$ cat src/rtl/wb_commit_v.sv
// ---------------------------------------------------------------------------
// wb_commit_v -- write-back commit buffer
//
// Write-back tokens from an execution unit are queued in a DEPTH-entry FIFO.
// Each token carries one element of a vector slice. A three-state FSM
// (IDLE / WRITE / COMMIT) drains the FIFO into the register file one element
// per accepted write. When every element of a slice has been written, or when
// an element with a different issue number arrives while a slice is still
// incomplete, the FSM spends one cycle in COMMIT and pulses O_Commit with the
// issue number of the slice that finished.
//
// Ports
//   clock           : sole clock, all state updates on its rising edge
//   reset           : asynchronous active-low reset
//   I_WB_Valid      : write-back token valid
//   I_WB_Issue_No   : issue number of the token
//   I_WB_Dst_Idx    : destination base register index of the slice
//   I_WB_Slice_Len  : element count of the slice (0 is treated as 1)
//   I_WB_Data       : element data
//   I_RF_Ready      : register file accepts a write this cycle
//   O_Full          : FIFO full, upstream must stall
//   O_RF_We         : register-file write enable
//   O_RF_Idx        : register-file write index
//   O_RF_Data       : register-file write data
//   O_Commit        : one-cycle pulse, slice fully written
//   O_Commit_No     : issue number being committed
//   O_Busy          : FIFO non-empty, slice in progress or FSM not idle
// ---------------------------------------------------------------------------
module wb_commit_v #(
    parameter int unsigned WIDTH_DATA  = 32,
    parameter int unsigned WIDTH_ISSUE = 7,
    parameter int unsigned WIDTH_IDX   = 6,
    parameter int unsigned WIDTH_LEN   = 6,
    parameter int unsigned DEPTH       = 4
) (
    input  logic                   clock,
    input  logic                   reset,
    input  logic                   I_WB_Valid,
    input  logic [WIDTH_ISSUE-1:0] I_WB_Issue_No,
    input  logic [WIDTH_IDX-1:0]   I_WB_Dst_Idx,
    input  logic [WIDTH_LEN-1:0]   I_WB_Slice_Len,
    input  logic [WIDTH_DATA-1:0]  I_WB_Data,
    input  logic                   I_RF_Ready,
    output logic                   O_Full,
    output logic                   O_RF_We,
    output logic [WIDTH_IDX-1:0]   O_RF_Idx,
    output logic [WIDTH_DATA-1:0]  O_RF_Data,
    output logic                   O_Commit,
    output logic [WIDTH_ISSUE-1:0] O_Commit_No,
    output logic                   O_Busy
);

    localparam int unsigned PTR_W   = $clog2(DEPTH);
    localparam int unsigned CNT_W   = PTR_W + 1;
    localparam int unsigned ENTRY_W = WIDTH_ISSUE + WIDTH_IDX + WIDTH_LEN + WIDTH_DATA;

    typedef enum logic [1:0] {
        ST_IDLE   = 2'd0,
        ST_WRITE  = 2'd1,
        ST_COMMIT = 2'd2
    } state_e;

    // Registered state
    state_e                 state_q,     state_d;
    logic [PTR_W-1:0]       wr_ptr_q,    wr_ptr_d;
    logic [PTR_W-1:0]       rd_ptr_q,    rd_ptr_d;
    logic [CNT_W-1:0]       count_q,     count_d;
    logic [WIDTH_LEN-1:0]   elem_cnt_q,  elem_cnt_d;
    logic [WIDTH_ISSUE-1:0] cur_issue_q, cur_issue_d;
    logic [WIDTH_ISSUE-1:0] commit_no_q, commit_no_d;
    logic [ENTRY_W-1:0]     mem_q [DEPTH];

    // Combinational helpers
    logic                   full_s;
    logic                   empty_s;
    logic                   push_s;
    logic                   pop_s;
    logic [ENTRY_W-1:0]     wb_entry_s;
    logic [ENTRY_W-1:0]     head_s;
    logic [WIDTH_ISSUE-1:0] head_issue_s;
    logic [WIDTH_IDX-1:0]   head_idx_s;
    logic [WIDTH_LEN-1:0]   head_len_s;
    logic [WIDTH_DATA-1:0]  head_data_s;
    logic [WIDTH_LEN-1:0]   eff_len_s;
    logic [WIDTH_LEN-1:0]   elem_inc_s;
    logic                   we_s;
    logic [WIDTH_IDX-1:0]   idx_s;
    logic [WIDTH_DATA-1:0]  data_s;

    assign full_s     = (count_q == CNT_W'(DEPTH));
    assign empty_s    = (count_q == {CNT_W{1'b0}});
    // Tokens offered while full are dropped on purpose: upstream must stall.
    assign push_s     = I_WB_Valid & ~full_s;
    assign pop_s      = we_s & I_RF_Ready;
    assign wb_entry_s = {I_WB_Issue_No, I_WB_Dst_Idx, I_WB_Slice_Len, I_WB_Data};
    assign elem_inc_s = elem_cnt_q + {{(WIDTH_LEN-1){1'b0}}, 1'b1};

    // Unpack the FIFO head entry and derive its effective slice length.
    always_comb begin
        head_s       = mem_q[rd_ptr_q];
        head_issue_s = head_s[ENTRY_W-1 -: WIDTH_ISSUE];
        head_idx_s   = head_s[WIDTH_LEN+WIDTH_DATA +: WIDTH_IDX];
        head_len_s   = head_s[WIDTH_DATA +: WIDTH_LEN];
        head_data_s  = head_s[WIDTH_DATA-1:0];
        if (head_len_s == {WIDTH_LEN{1'b0}}) begin
            eff_len_s = {{(WIDTH_LEN-1){1'b0}}, 1'b1};
        end else begin
            eff_len_s = head_len_s;
        end
    end

    // FIFO pointer and occupancy next-state.
    always_comb begin
        wr_ptr_d = wr_ptr_q;
        rd_ptr_d = rd_ptr_q;
        count_d  = count_q;
        if (push_s) begin
            wr_ptr_d = wr_ptr_q + {{(PTR_W-1){1'b0}}, 1'b1};
        end else begin
            wr_ptr_d = wr_ptr_q;
        end
        if (pop_s) begin
            rd_ptr_d = rd_ptr_q + {{(PTR_W-1){1'b0}}, 1'b1};
        end else begin
            rd_ptr_d = rd_ptr_q;
        end
        if (push_s && !pop_s) begin
            count_d = count_q + {{(CNT_W-1){1'b0}}, 1'b1};
        end else if (pop_s && !push_s) begin
            count_d = count_q - {{(CNT_W-1){1'b0}}, 1'b1};
        end else begin
            count_d = count_q;
        end
    end

    // FSM next-state, slice tracking and register-file write outputs.
    always_comb begin
        state_d     = state_q;
        elem_cnt_d  = elem_cnt_q;
        cur_issue_d = cur_issue_q;
        commit_no_d = commit_no_q;
        we_s        = 1'b0;
        idx_s       = {WIDTH_IDX{1'b0}};
        data_s      = {WIDTH_DATA{1'b0}};
        case (state_q)
            ST_IDLE: begin
                // Looking at the incoming push gives a one-cycle push-to-write path.
                if (!empty_s || push_s) begin
                    state_d = ST_WRITE;
                end else begin
                    state_d = ST_IDLE;
                end
            end
            ST_WRITE: begin
                if (empty_s) begin
                    // A partial slice keeps the FSM in WRITE waiting for its next element.
                    if ((elem_cnt_q == {WIDTH_LEN{1'b0}}) && !push_s) begin
                        state_d = ST_IDLE;
                    end else begin
                        state_d = ST_WRITE;
                    end
                end else if ((elem_cnt_q != {WIDTH_LEN{1'b0}}) && (head_issue_s != cur_issue_q)) begin
                    // New issue number mid-slice: close the old slice without writing
                    // the head; the head starts a fresh slice after COMMIT.
                    state_d     = ST_COMMIT;
                    elem_cnt_d  = {WIDTH_LEN{1'b0}};
                    commit_no_d = cur_issue_q;
                end else begin
                    we_s   = 1'b1;
                    idx_s  = head_idx_s + WIDTH_IDX'(elem_cnt_q);
                    data_s = head_data_s;
                    if (I_RF_Ready) begin
                        cur_issue_d = head_issue_s;
                        if (elem_inc_s == eff_len_s) begin
                            state_d     = ST_COMMIT;
                            elem_cnt_d  = {WIDTH_LEN{1'b0}};
                            commit_no_d = head_issue_s;
                        end else begin
                            state_d    = ST_WRITE;
                            elem_cnt_d = elem_inc_s;
                        end
                    end else begin
                        state_d = ST_WRITE;
                    end
                end
            end
            ST_COMMIT: begin
                if (!empty_s || push_s) begin
                    state_d = ST_WRITE;
                end else begin
                    state_d = ST_IDLE;
                end
            end
            default: begin
                state_d = ST_IDLE;
            end
        endcase
    end

    // State, pointer and slice registers.
    always_ff @(posedge clock or negedge reset) begin
        if (!reset) begin
            state_q     <= ST_IDLE;
            wr_ptr_q    <= {PTR_W{1'b0}};
            rd_ptr_q    <= {PTR_W{1'b0}};
            count_q     <= {CNT_W{1'b0}};
            elem_cnt_q  <= {WIDTH_LEN{1'b0}};
            cur_issue_q <= {WIDTH_ISSUE{1'b0}};
            commit_no_q <= {WIDTH_ISSUE{1'b0}};
        end else begin
            state_q     <= state_d;
            wr_ptr_q    <= wr_ptr_d;
            rd_ptr_q    <= rd_ptr_d;
            count_q     <= count_d;
            elem_cnt_q  <= elem_cnt_d;
            cur_issue_q <= cur_issue_d;
            commit_no_q <= commit_no_d;
        end
    end

    // FIFO storage.
    always_ff @(posedge clock or negedge reset) begin
        if (!reset) begin
            for (int i = 0; i < int'(DEPTH); i++) begin
                mem_q[i] <= {ENTRY_W{1'b0}};
            end
        end else begin
            if (push_s) begin
                mem_q[wr_ptr_q] <= wb_entry_s;
            end else begin
                mem_q[wr_ptr_q] <= mem_q[wr_ptr_q];
            end
        end
    end

    assign O_Full      = full_s;
    assign O_RF_We     = we_s;
    assign O_RF_Idx    = idx_s;
    assign O_RF_Data   = data_s;
    assign O_Commit    = (state_q == ST_COMMIT);
    assign O_Commit_No = commit_no_q;
    assign O_Busy      = ~empty_s | (elem_cnt_q != {WIDTH_LEN{1'b0}}) | (state_q != ST_IDLE);

endmodule

$ cat config.mk
export PLATFORM = sky130hd
export DESIGN_NAME = wb_commit_v
export DESIGN_NICKNAME = d
export VERILOG_FILES = /design/src/rtl/wb_commit_v.sv
export SDC_FILE = /design/constraint.sdc
export NUM_CORES = 1
export LEC_CHECK = 0
export ABC_AREA = 1
export ABC_CLOCK_PERIOD_IN_PS = 3450
export CORE_ASPECT_RATIO = 1.4
export CORE_UTILIZATION = 54
export CTS_CLUSTER_SIZE = 28
export DETAILED_ROUTE_END_ITERATION = 7
export GPL_TIMING_DRIVEN = 0
export HOLD_SLACK_MARGIN = 0.06
export MAX_ROUTING_LAYER = met4
export PLACE_DENSITY = 0.78
export SLEW_MARGIN = 0
export SYNTH_ARGS = -nofsm -noshare
export SYNTH_HDL_FRONTEND = slang
export SYNTH_SLANG_ARGS = --single-unit
$ cat constraint.sdc
create_clock -name clock -period 3.45 [get_ports clock]
set_clock_uncertainty 0.1 [all_clocks]
set_input_delay 0.69 -clock clock [delete_from_list [all_inputs] [get_ports clock]]
set_output_delay 0.69 -clock clock [all_outputs]
set_load 0.02 [all_outputs]
==> flow_metrics.env <==
export IMPL_syn_area_mm2=0.01356
export IMPL_worstPathArrival_ns=3.14
export IMPL_period_needed_ns=3.926
export IMPL_final_cells=2322
export IMPL_sw_frac_of_total_pct=49.32
export IMPL_coreArea_mm2=0.02467
export IMPL_grt_pass1_wl_um=74180
export IMPL_pin_count=104
export IMPL_path_cells="buf_6 -> inv_8 -> buf_8 -> buf_12 -> clkbuf_16 -> clkbuf_16 -> buf_6 -> a21oi_2 -> a21oi_2 -> ha_2 -> fa_2 -> a21oi_2 -> o21ai_2 -> xnor2_1 -> nor2_1 -> buf_4"
export IMPL_die_area_mm2=0.02576
export IMPL_timing_final_crit_share_pct=113.8
export IMPL_start_util_pct=54.95
export IMPL_place_hpwl_um=29690
export IMPL_worstMarginPinSlew_ns=0.7173
export IMPL_cts_buffers=24
export IMPL_finalWirelength_um=47290
export IMPL_pwr_share_clk_pct=12.5
export IMPL_cts_root_buf="clkbuf_16"
export IMPL_vias=14510
export IMPL_yosysWarnings=0
export IMPL_synth_cell_types=34
export IMPL_clockBufferDepth=3
export IMPL_drc_errors=0
export IMPL_r2r_end="O_Commit_No[4]"
export IMPL_overflow=0
export IMPL_cts_tree="done"
export IMPL_reg2reg_depth=29
export IMPL_seqPwrFrac_pct=23.4
export IMPL_max_slew_margin_pct=52.18
export IMPL_power_switching_w=0.01059
export IMPL_drv_slew=0
export IMPL_rrSetupSlack_ns=-0.40
export IMPL_avgRoutedWirePerCell_um=20.37
export IMPL_dr_pass1_iters=6
export IMPL_final_cell_mix="o21ai_0 (344), nand3_1 (290), inv_1 (245), dfrtp_1 (233), nand2_1 (172)"
export IMPL_cts_sinks=233
export IMPL_synth_cells=1789
export IMPL_htreeDepth=1
export IMPL_worst_path_most_repeated_cell="a21oi_2"
export IMPL_grt_max_degree=82
export IMPL_status="finished with violations"
export IMPL_cp_max_fo=6
export IMPL_grt_setup_unrepaired="true"
export IMPL_startpoint="rd_ptr_q[0]"
export IMPL_rows=68
export IMPL_fin_ws_ns=-0.4764
export IMPL_viasPerCell=6.247
export IMPL_startpoint_type="flip-flop"
export IMPL_gp_congestion=0.9261
export IMPL_worstReg2RegStart="rd_ptr_q[0]"
export IMPL_port_buffers=103
export IMPL_p_total_w=0.02147
export IMPL_slowest_delay_ns=0.36
export IMPL_violations="negative setup slack"
export IMPL_grt_pass1_vias=14410
export IMPL_path_class="flip-flop to primary output"
export IMPL_finalSetupViolCount=40
export IMPL_areaGrowthSynthToFinish_pct=26.07
export IMPL_clk_latency_ns=0.54
export IMPL_synth_nets=1858
export IMPL_worst_path_max_delay_cell="fa_2"
export IMPL_synth_avg_cell_area_um2=7.579
export IMPL_p_comb_share_pct=64.2
export IMPL_endpoint_kind="primary output"
export IMPL_critical_path_buf_inv_count=8
export IMPL_antenna_found_initial=0
export IMPL_insertedDiodeCount=0
export IMPL_drive_gt1_share_pct=16.74
export IMPL_crit_family="buffers and inverters"
export IMPL_worstPathRequired_ns=2.66
export IMPL_hold_path_class="primary input to async pin"
export IMPL_p_leak_nw=7.757
export IMPL_final_util_pct=69.28
export IMPL_final_common_cell="o21ai_0"
export IMPL_seq_area_frac_synth_pct=43.00
export IMPL_die_height_um=189.5
export IMPL_ant_nets=0
export IMPL_clkTransAtPathRegs_ns=0.06
export IMPL_cap_violations=0
export IMPL_ys_ff_latch=233
export IMPL_dr_first_iter_drc_count=1673
export IMPL_grtUsageTotal_pct=38.14
export IMPL_die_x_um=135.9
export IMPL_max_freq_mhz=254.7
export IMPL_power_density_mw_per_mm2=1256
export IMPL_hold_viol=0
export IMPL_fin_nets=2062
export IMPL_place_inst=2209
export IMPL_p_int_w=0.01088
export IMPL_peakVddDrop_mv=0.6984
==> stage by stage <==
| step | setup slack [ns] | area [um^2] | hold slack (ns) | TNS (ns) |
|---|---|---|---|---|
| 5_1_grt | -0.5807 | 17090 | 0.08332 | -15.10 |
| 6_report | -0.4764 | 17090 | 0.01643 | -11.50 |
| 4_1_cts | -0.4742 | 16990 | 0.07518 | -6.125 |
| 3_5_place_dp | -1.140 | 15050 | 0.3684 | -11.65 |
| 2_1_floorplan | 0.07015 | 13560 | 0.2944 | 0 |
| 3_3_place_gp | -8.510 | 14990 | 0.3645 | -1989.69 |
==> kinds of logic (layout without fill, tap and decap cells) <==
logic type,Yosys count,count (layout),synth area share [%]
fa+ha+maj,14,14,1.403
simple gates,598,598,21.82
flops,233,233,43.00
xor+xnor,13,13,0.8397
buf+inv,379,597,11.25
mux,1,1,0.08304
compound gates,551,551,21.60
==> synth_stat cells <==
cell type | count | area share [%]
nand3b_1 | 2 | 0.11
buf_6 | 11 | 0.91
nand4_1 | 5 | 0.23
nand3_1 | 295 | 11
buf_4 | 1 | 0.055
nor2_8 | 1 | 0.15
ha_1 | 12 | 1.1
o21ai_2 | 7 | 0.45
a21oi_4 | 1 | 0.12
inv_1 | 246 | 6.8
mux2_2 | 1 | 0.083
nor3_1 | 14 | 0.52
nand2_4 | 3 | 0.25
nand2_1 | 186 | 5.1
inv_4 | 1 | 0.046
xor2_1 | 10 | 0.65
a31oi_1 | 1 | 0.046
nor2_1 | 16 | 0.44
dfrtp_1 | 233 | 43
buf_2 | 11 | 0.41
or2_2 | 52 | 2.4
xnor2_1 | 3 | 0.19
nand3_2 | 1 | 0.074
inv_2 | 2 | 0.055
a21oi_1 | 139 | 5.1
nor3_2 | 20 | 1.5
nor2_2 | 1 | 0.046
clkbuf_1 | 100 | 2.8
buf_1 | 7 | 0.19
fa_1 | 2 | 0.30
o211ai_1 | 53 | 2.9
o21ai_1 | 1 | 0.037
nand2_2 | 2 | 0.092
o21ai_0 | 349 | 13
==> power by group through the flow <==
| stage | combinational [W] | clock [W] | sequential (W) |
|---|---|---|---|
| after floorplan | 0.00732 | 0 | 0.00480 |
| after global placement | 0.0105 | 0 | 0.00493 |
| after detailed placement | 0.0108 | 0 | 0.00497 |
| after CTS | 0.0130 | 0.00267 | 0.00496 |
| after global routing | 0.0148 | 0.00277 | 0.00514 |
| final | 0.0138 | 0.00267 | 0.00502 |
==> worst max-delay path by stage <==
| stage | to | slack (ns) | cells past startpoint |
|---|---|---|---|
| final | O_RF_Idx[4] | -0.48 | 16 |
| after global routing | O_RF_Idx[4] | -0.58 | 16 |
| after global placement | mem_q[111] | -8.51 | 1 |
| after detailed placement | O_RF_Idx[5] | -1.14 | 18 |
| after CTS | O_RF_Idx[5] | -0.47 | 18 |
| after floorplan | O_RF_Idx[5] | 0.07 | 17 |
==> area by class of cell <==
cell class	instances	area (um^2)
plain buffers	130	804.5
flip-flops and latches	233	5831
repair buffers	178	1744
well taps	315	394.1
clock inverters	9	95.09
fillers	1956	7580
clock buffers	31	688.2
multi-input cells	1177	6595
inverters	249	942.2
==> routing by layer <==
layer / track usage [%] / part of all wire, % / vias to the layer above / wire (um)
met4: 24.44 / 6.5 / 0 / 3057
met1: 43.36 / 36 / 6817 / 16820
met3: 5.730 / 9.0 / 248 / 4259
li1: - / - / 6423 / -
met2: 62.36 / 49 / 1018 / 23160
met5: - / 0 / - / 0
==> worst reg2reg max path: cells and delay by family (launching register included) <==
family / cells / cell delay (ns)
flip-flops: 1 / 0.37
AO/OA/AOI/OAI: 2 / 0.22
buffers and inverters: 23 / 2.83
AND/OR/NAND/NOR: 4 / 0.29
==> flip-flops by register name, indices dropped and copies added (netlist names) <==
name,flops
state_q,2
wr_ptr_q,2
O_Commit_No,7
mem_q,204
count_q,3
rd_ptr_q,2
cur_issue_q,7
elem_cnt_q,6
==> what timing repair did <==
action                                  4_1_cts  5_1_grt
pin swaps                                    24       13
hold buffers                                  0        0
cloned                                        2        0
setup buffers                                67        9
endpoints found under the setup margin       39      172
gates resized for setup                     350       37
Note: power is estimated with default switching activity, not from simulation.
